`config.mk`:
```
export PLATFORM = sky130hd
export DESIGN_NAME = lm70_spi_scheduler_flat
export DESIGN_NICKNAME = d
export VERILOG_FILES = /design/src/rtl/lm70_spi_scheduler_pkg.sv /design/src/rtl/lm70_spi_scheduler_if.sv /design/src/rtl/lm70_spi_scheduler_rr_arb.sv /design/src/rtl/lm70_spi_scheduler.sv /design/src/flat_wrapper.sv
export SDC_FILE = /design/constraint.sdc
export NUM_CORES = 1
export LEC_CHECK = 0
export CAP_MARGIN = 25
export CORE_MARGIN = 2
export CORE_UTILIZATION = 55
export DETAILED_ROUTE_END_ITERATION = 10
export GPL_TIMING_DRIVEN = 0
export PLACE_DENSITY = 0.87
export SLEW_MARGIN = 20
export SYNTH_ARGS = -nofsm -noshare
export SYNTH_HDL_FRONTEND = slang
export SYNTH_SLANG_ARGS = --single-unit
export TNS_END_PERCENT = 5
```
`constraint.sdc`:
```
create_clock -name clk -period 3.02 [get_ports clk]
set_input_delay 0.604 -clock clk [delete_from_list [all_inputs] [get_ports clk]]
set_output_delay 0.604 -clock clk [all_outputs]
set_load 0.01 [all_outputs]
```
`src/rtl/lm70_spi_scheduler_pkg.sv`:
```
// Shared types and defaults for the LM70 SPI transaction scheduler.
package lm70_pkg;
  typedef enum logic [2:0] {IDLE, SETUP, SHIFT, HOLD, RESP} state_t;

  localparam int LM70_CS_GAP         = 2;
  localparam int LM70_CLK_DIV_DEF    = 1;
  localparam int LM70_FRAME_BITS_DEF = 16;
  localparam int LM70_CS_SETUP_DEF   = 2;
endpackage

```
`src/rtl/lm70_spi_scheduler_if.sv`:
```
// Request/grant and response handshake between the scheduler and its two clients.
interface lm70_spi_scheduler_if #(parameter int FRAME_BITS = 16);
  logic [1:0]            req;
  logic [1:0]            gnt;
  logic                  rsp_valid;
  logic                  rsp_ready;
  logic                  rsp_id;
  logic [FRAME_BITS-1:0] rsp_data;

  modport master (output req, rsp_ready, input gnt, rsp_valid, rsp_id, rsp_data);
  modport slave  (input req, rsp_ready, output gnt, rsp_valid, rsp_id, rsp_data);
endinterface

```
`src/rtl/lm70_spi_scheduler_rr_arb.sv`:
```
// 2-way round-robin arbiter: ptr names the requester that wins a tie.
module lm70_rr_arb (
  input  logic [1:0] req,
  input  logic       ptr,
  input  logic       en,
  output logic [1:0] grant
);
  always_comb begin
    grant = 2'b00;
    if (en) begin
      if (req[ptr])       grant[ptr]  = 1'b1;
      else if (req[~ptr]) grant[~ptr] = 1'b1;
    end
  end
endmodule

```
`src/rtl/lm70_spi_scheduler.sv`:
```
// LM70 SPI scheduler: arbitrates two requesters, runs one CS/SCK read each, returns the frame.
// Optional over-temperature flag enabled with `define LM70_ALERT_EN.
module lm70_spi_scheduler
  import lm70_pkg::*;
#(
  parameter int CLK_DIV    = LM70_CLK_DIV_DEF,
  parameter int FRAME_BITS = LM70_FRAME_BITS_DEF,
  parameter int CS_SETUP   = LM70_CS_SETUP_DEF
) (
  input  logic clk,
  input  logic rst,
  lm70_spi_scheduler_if.slave bus,
  output logic cs_n,
  output logic sck,
  input  logic miso
`ifdef LM70_ALERT_EN
  ,
  input  logic [7:0] alert_thresh,
  input  logic       alert_clr,
  output logic       alert
`endif
);
  state_t                state;
  logic                  ptr;
  logic [3:0]            cnt;
  logic [4:0]            bit_cnt;
  logic [FRAME_BITS-1:0] shreg;
  logic [1:0]            win;

  lm70_rr_arb u_arb (
    .req   (bus.req),
    .ptr   (ptr),
    .en    (state == IDLE),
    .grant (win)
  );

  always_ff @(posedge clk or posedge rst) begin
    if (rst) begin
      state         <= IDLE;
      cs_n          <= 1'b1;
      sck           <= 1'b0;
      bus.gnt       <= 2'b00;
      bus.rsp_valid <= 1'b0;
      bus.rsp_id    <= 1'b0;
      bus.rsp_data  <= '0;
      ptr           <= 1'b0;
      cnt           <= '0;
      bit_cnt       <= '0;
      shreg         <= '0;
    end else begin
      bus.gnt <= 2'b00;
      case (state)
        IDLE: if (win != 2'b00) begin
          bus.gnt    <= win;
          bus.rsp_id <= win[1];
          cs_n       <= 1'b0;
          cnt        <= '0;
          shreg      <= '0;
          state      <= SETUP;
        end
        SETUP: if (cnt == 4'(CS_SETUP - 1)) begin
          cnt     <= '0;
          bit_cnt <= '0;
          sck     <= 1'b1;
          state   <= SHIFT;
        end else cnt <= cnt + 4'd1;
        SHIFT: if (cnt == 4'(CLK_DIV - 1)) begin
          cnt <= '0;
          if (sck) begin
            // Sample at the end of the high phase; sensor updates after SCK falls.
            sck   <= 1'b0;
            shreg <= {shreg[FRAME_BITS-2:0], miso};
          end else if (bit_cnt == 5'(FRAME_BITS - 1)) begin
            cs_n  <= 1'b1;
            state <= HOLD;
          end else begin
            bit_cnt <= bit_cnt + 5'd1;
            sck     <= 1'b1;
          end
        end else cnt <= cnt + 4'd1;
        HOLD: if (cnt == 4'(LM70_CS_GAP - 1)) begin
          cnt           <= '0;
          bus.rsp_data  <= shreg;
          bus.rsp_valid <= 1'b1;
          state         <= RESP;
        end else cnt <= cnt + 4'd1;
        RESP: if (bus.rsp_ready) begin
          bus.rsp_valid <= 1'b0;
          ptr           <= ~bus.rsp_id;
          state         <= IDLE;
        end
        default: state <= IDLE;
      endcase
    end
  end

`ifdef LM70_ALERT_EN
  logic valid_q;

  // Evaluate once per response, on the first cycle it is presented.
  always_ff @(posedge clk or posedge rst) begin
    if (rst) begin
      valid_q <= 1'b0;
      alert   <= 1'b0;
    end else begin
      valid_q <= bus.rsp_valid;
      if (bus.rsp_valid && !valid_q && (bus.rsp_data[FRAME_BITS-1 -: 8] >= alert_thresh))
        alert <= 1'b1;
      else if (alert_clr)
        alert <= 1'b0;
    end
  end
`endif
endmodule
```
`src/flat_wrapper.sv`:
```
// flat-port wrapper written by rule: the top's interface ports become plain ports
module lm70_spi_scheduler_flat import lm70_pkg::*;
#(
  parameter int CLK_DIV    = LM70_CLK_DIV_DEF,
  parameter int FRAME_BITS = LM70_FRAME_BITS_DEF,
  parameter int CS_SETUP   = LM70_CS_SETUP_DEF
)
  (clk, rst, cs_n, sck, miso, bus_req, bus_rsp_ready, bus_gnt, bus_rsp_valid, bus_rsp_id, bus_rsp_data);
  lm70_spi_scheduler_if #(.FRAME_BITS(FRAME_BITS)) bus_i ();
  input  logic clk;
  input  logic rst;
  output logic cs_n;
  output logic sck;
  input  logic miso;
  input wire logic [$bits(bus_i.req)-1:0] bus_req;
  input wire logic [$bits(bus_i.rsp_ready)-1:0] bus_rsp_ready;
  output wire logic [$bits(bus_i.gnt)-1:0] bus_gnt;
  output wire logic [$bits(bus_i.rsp_valid)-1:0] bus_rsp_valid;
  output wire logic [$bits(bus_i.rsp_id)-1:0] bus_rsp_id;
  output wire logic [$bits(bus_i.rsp_data)-1:0] bus_rsp_data;
  assign bus_i.req = bus_req;
  assign bus_i.rsp_ready = bus_rsp_ready;
  assign bus_gnt = bus_i.gnt;
  assign bus_rsp_valid = bus_i.rsp_valid;
  assign bus_rsp_id = bus_i.rsp_id;
  assign bus_rsp_data = bus_i.rsp_data;
  lm70_spi_scheduler #(.CLK_DIV(CLK_DIV), .FRAME_BITS(FRAME_BITS), .CS_SETUP(CS_SETUP)) u_core (.clk(clk), .rst(rst), .bus(bus_i), .cs_n(cs_n), .sck(sck), .miso(miso));
endmodule
```
# Word-level counts from Yosys, hierarchy flattened
# Index checks and enable logic that the tools add are counted.
word_totals:
  ff_bits: 51
  input_bits: 6
  out_inout_bits: 22
  elab_cells: 100
classes:
  n_addsub: 2
  magnitude_cmp: 4
  n_eq_ne: 15
  n_mux: 46
  bitwise_logic: 2
  reduce_logical: 20
ops:
  columns: ["cell", "count"]
  rows:
  - ["$mux W16", 3]
  - ["$pmux W16 S2", 1]
  - ["$mux W3", 7]
  - ["$mux W5", 4]
  - ["$mux W1", 15]
  - ["$pmux W3 S5", 1]
  - ["$mux W4", 3]
  - ["$ne A2 B1 Y1 const B", 6]
  - ["$pmux W4 S3", 1]
  - ["$mux W2", 5]
  - ["$pmux W5 S2", 1]
  - ["$reduce_and A5 Y1", 2]
  - ["$reduce_and A2 Y1", 4]
  - ["$reduce_bool A2 Y1", 4]
  - ["$reduce_and A7 Y1", 1]
  - ["$eq A3 B2 Y1 const B", 2]
  - ["$ne A2 B2 Y1 const B", 3]
  - ["$pmux W1 S2", 3]
  - ["$reduce_and A3 Y1", 2]
  - ["$add A5 B1 Y5 const B", 1]
  - ["$eq A5 B4 Y1 const B", 1]
  - ["$add A4 B1 Y4 const B", 1]
  - ["$eq A4 B1 Y1 const B", 1]
  - ["$logic_not A4 Y1", 1]
  - ["other kinds (11)", 16]

# Longest topological paths before layout
depth:
  word_depth: 11
  depth_mapped: 7
  ltp_nobuf: 6

# Modules after synthesis
# A second synthesis with hierarchy kept.
hier_totals:
  hier_cells: 180
  hier_area_um2: 2210.9
modules_own_cells:
  columns: ["module", "n_inst", "cells_each", "area_per_inst_um2", "seq_area_each_um2"]
  rows:
  - ["lm70_spi_scheduler", 1, 175, 2189.6, 1277.5]
  - ["lm70_rr_arb", 1, 5, 21.3, 0.0]

# Worst setup path after synthesis
# OpenSTA, ideal clock, no wires.
synth_path:
  path_kind: "register -> register"
  from: "reg u_core.cnt[0]"
  to: "reg u_core.bit_cnt[2]"
  setup_time_ns: 0.124
  arrival_ns: 1.987
  t_required_ns: 2.896
  setup_slack_ns: 0.909
  stages_incl_launch_ff: 7
  n_path_buf: 0
  synth_period_minus_slack_ns: 2.111
  path_cell_list: "dfrtp_1 inv_1 ha_1 or3b_2 or4_4 nor2b_4 a211o_1"
synth_via:
  elab_chain_cells: 3
  word_cells_on_any_way: 5
  classes_between: "3 x eq/ne; 2 x reduce/logical"
synth_rtl:
  columns: ["element", "line", "source"]
  rows:
  - ["start, declared", "lm70_spi_scheduler.sv:25", "logic [3:0] cnt;"]
  - ["start signal, assigned", "lm70_spi_scheduler.sv:66", "end else cnt <= cnt + 4'd1;"]
  - ["start signal, assigned", "lm70_spi_scheduler.sv:80", "end else cnt <= cnt + 4'd1;"]
  - ["start signal, assigned", "lm70_spi_scheduler.sv:86", "end else cnt <= cnt + 4'd1;"]
  - ["$eq A4 B1 Y1 or $logic_not A4 Y1 (tied branches)", "lm70_spi_scheduler.sv:61, lm70_spi_scheduler.sv:67", null]
  - ["$ne A2 B1 Y1 (no source line)", null, null]
  - ["$reduce_and A5 Y1 (no source line) (*)", null, null]
  - ["end signal, assigned", "lm70_spi_scheduler.sv:77", "bit_cnt <= bit_cnt + 5'd1;"]
  - ["end, declared", "lm70_spi_scheduler.sv:26", "logic [4:0] bit_cnt;"]
# Every way passes the cells marked *; elsewhere a longest branch is shown, timed or not.
# A chain may end at the register's enable or synchronous reset.

# Worst setup path in the final report
# Same ends and word-level chain as after synthesis.

==> flow_metrics.py <==
metrics = {
    "clock_network": {
        "cts_resized": 0,
        "htreeDepth": 2,
        "ctsHoldBuffers": 0,
        "cts_root_buf": "clkbuf_8",
        "clock_sinks": 51,
        "post_cts_buffers": 0,
        "cts_tree": "done",
        "clock_path_buffers": 2,
        "clkLatencyLatePin_ns": 0.32,
        "clk_pin_slew_worst_paths_ns": 0.08,
        "cts_buffers": 5,
    },
    "global_route": {
        "grt_pass1_wl_mm": 7.05,
        "antenna_found_initial": 0,
        "grt_max_degree": 28,
        "grt_pass1_vias": 1553,
        "gr-total-overflow": 0,
        "grtUsageTotal": 0.208,
    },
    "drt": {
        "firstDrtPassIters": 4,
        "detail-route-antenna-nets": 0,
        "viasPerCell": 5.41,
        "top_layer": "met4",
        "drt_iter0_markers": 147,
        "drt-total-wl_mm": 4.26,
        "route.vias.total": 1666,
        "dr_wl_met3_um": 133,
        "wl_met1_mm": 1.89,
        "drc": 0,
        "wl_per_cell_um": 13.8,
        "route.met2.wl_mm": 2.13,
    },
    "synth": {
        "syn_inst": 222,
        "synthFlopType": "dfrtp_1",
        "synth_edf_count": 0,
        "ys_seq_area_frac": 0.561,
        "async_reset_ff_frac": 1.00,
        "yosysUniqueCellTypes": 34,
        "yosys_warnings": 0,
        "synthesis.area_um2": 2280,
        "ys_ff_latch": 51,
        "syn_area_per_cell_um2": 10.3,
        "syn-num-nets": 234,
    },
    "critical_path": {
        "crit_path_start_kind": "register",
        "cpPeakStageDelay_ns": 0.51,
        "slowest_stage": "or3b_2",
        "critical_path.max_fanout": 6,
        "crit_path_end_kind": "register",
        "crit_type": "reg -> reg",
        "critPathRequiredTime_ns": 3.22,
        "worstPathArrival_ns": 2.46,
        "critPathTopFamily": "simple AND/OR/NAND/NOR gates",
        "path_buf_inv": 1,
        "cp_cell_sequence": "inv_1, ha_1, or3b_2, or4_4, nor2b_4, a211o_1",
    },
    "power_and_ir_drop": {
        "peakVddDrop_mv": 0.437,
        "p_leak_nw": 1.32,
        "power_mw": 2.26,
        "pwr_density_cell_nw_per_um2": 830,
    },
    "final_layout": {
        "multi_input_area_um2": 870,
        "seq_area_um2": 1280,
        "antenna_cells": 0,
        "fin_cells": 308,
        "area_delta_synth_final_pct": 19.8,
        "n_fill_cell": 321,
        "drive_above_1_share": 0.0775,
        "layout.nets": 269,
        "layout_common_cells": "dfrtp_1, nand2_1, clkdlybuf4s50_1, inv_1, o21ai_0",
        "final_common_cell": "dfrtp_1",
    },
    "placed_design": {
        "dp_hpwl_mm": 3.10,
        "placement.io_buffers": 27,
        "dp.cells": 300,
        "place_congestion": 0.754,
    },
    "die": {
        "coreArea_um2": 4000,
        "die_area_um2": 4670,
        "dieWidth_um": 68.3,
        "initial_core_util": 0.569,
        "ios": 28,
        "placementRows": 23,
        "dieHeight_um": 68.3,
    },
    "sta": {
        "period_needed_ns": 2.26,
        "setup_tns_ns": 0,
        "finalCritPeriodShare": 0.749,
        "worst_slew_pin_slew_ns": 0.527,
        "max_freq_mhz": 442,
        "slew-limit-headroom": 0.648,
        "finalSetupViolCount": 0,
        "rsz0062_at_grt": "false",
        "timing.hold.ws_ns": 0.479,
        "hold_viol": 0,
        "finalMaxSlewViolations": 0,
        "clock_skew_ns": 0.0172,
    },
    "status": {
        "status": "finished, final reports clean",
    },
    "hold_path": {
        "hold_path.class": "reg -> reg",
    },
    "job": {
        "maxCapViolations": 0,
    },
}
## Yosys cell counts, types with 2 or more instances
cell type / n / area share
nor3b_1: 4 / 0.013
nor3_1: 5 / 0.011
nor4_1: 2 / 0.0055
a21o_1: 6 / 0.020
and3_1: 4 / 0.011
nand2_1: 40 / 0.066
or3b_2: 2 / 0.0077
mux2i_1: 17 / 0.075
nor2b_1: 2 / 0.0055
o21ai_0: 22 / 0.048
dfrtp_1: 50 / 0.55
nor2_1: 8 / 0.013
a21oi_1: 6 / 0.013
ha_1: 6 / 0.033
inv_1: 23 / 0.038
clkbuf_1: 6 / 0.0099
buf_2: 2 / 0.0044
## cell families (layout without fill, tap and decap cells)
group                      after synthesis  after routing  share of synthesized area
AOI/OAI and AO/OA                       39             39                      0.100
muxes                                   17             17                     0.0747
DFF                                     51             51                      0.561
xor gates and xnor gates                 2              2                    0.00769
adders and majority gates                6              6                     0.0330
buffers and inverters                   32             68                     0.0571
and+or+nand+nor                         75             75                      0.166
## final timing paths
check | startpoint | end | slack, ns | depth (start not counted)
worst max-delay path | u_core.cnt[0]$_DFFE_PP0P_ | u_core.bit_cnt[2]$_DFFE_PP0P_ | 0.76 | 6
worst min-delay path | u_core.bit_cnt[4]$_DFFE_PP0P_ | u_core.bit_cnt[4]$_DFFE_PP0P_ | 0.48 | 1
worst max register to register | u_core.cnt[0]$_DFFE_PP0P_ | u_core.bit_cnt[2]$_DFFE_PP0P_ | 0.76 | 6
worst min register to register | u_core.bit_cnt[4]$_DFFE_PP0P_ | u_core.bit_cnt[4]$_DFFE_PP0P_ | 0.48 | 1
max in group asynchronous | rst | u_core.bus.rsp_valid$_DFFE_PP0P_ | 1.86 | 3
min in group asynchronous | rst | u_core.shreg[0]$_DFFE_PP0P_ | 0.64 | 2
## per-stage QoR
stage,utilization,setup slack [ns],cell area (um^2)
after floorplan,-,0.909,2280
after global placement,0.652,0.266,2610
after detailed placement,0.657,0.654,2630
after CTS,0.682,0.763,2730
after global routing,0.682,0.653,2730
final,0.682,0.759,2730
## registers in the layout, summed over array words and instances, names as in the netlist
name and flops:
u_core.cnt 4, u_core.ptr 1, u_core.bus.rsp_data 16, u_core.bus.rsp_id 1
u_core.state 3, u_core.shreg 16, u_core.bit_cnt 5, u_core.cs_n 1
u_core.sck 1, u_core.bus.rsp_valid 1, u_core.bus.gnt 2
## worst register-to-register path: stages, from the launching register on
cell     delay [ns]
dfrtp_1        0.42
inv_1          0.14
ha_1           0.16
or3b_2         0.51
or4_4          0.48
nor2b_4        0.17
a211o_1        0.28
## layer usage
layer | vias to the layer above | GRT usage
met3 | 10 | 0.0378
met1 | 816 | 0.258
met5 | - | 0
met4 | 0 | 0.105
met2 | 28 | 0.346
li1 | 812 | -
## report_power, final
group	switching (mW)	internal, mW
clock network	0.231	0.187
registers	0.104	0.825
logic	0.496	0.421
total	0.830	1.43
## cell type report
cell class	count	share of cell area
Multi-Input combinational cell	139	0.319
Clock inverter	2	0.00596
Sequential cell	51	0.468
Tap cell	50	0.0229
Inverter	23	0.0316
Buffer	9	0.0160
Timing Repair Buffer	28	0.106
Clock buffer	6	0.0303
Note: power is estimated with default switching activity, not from simulation.
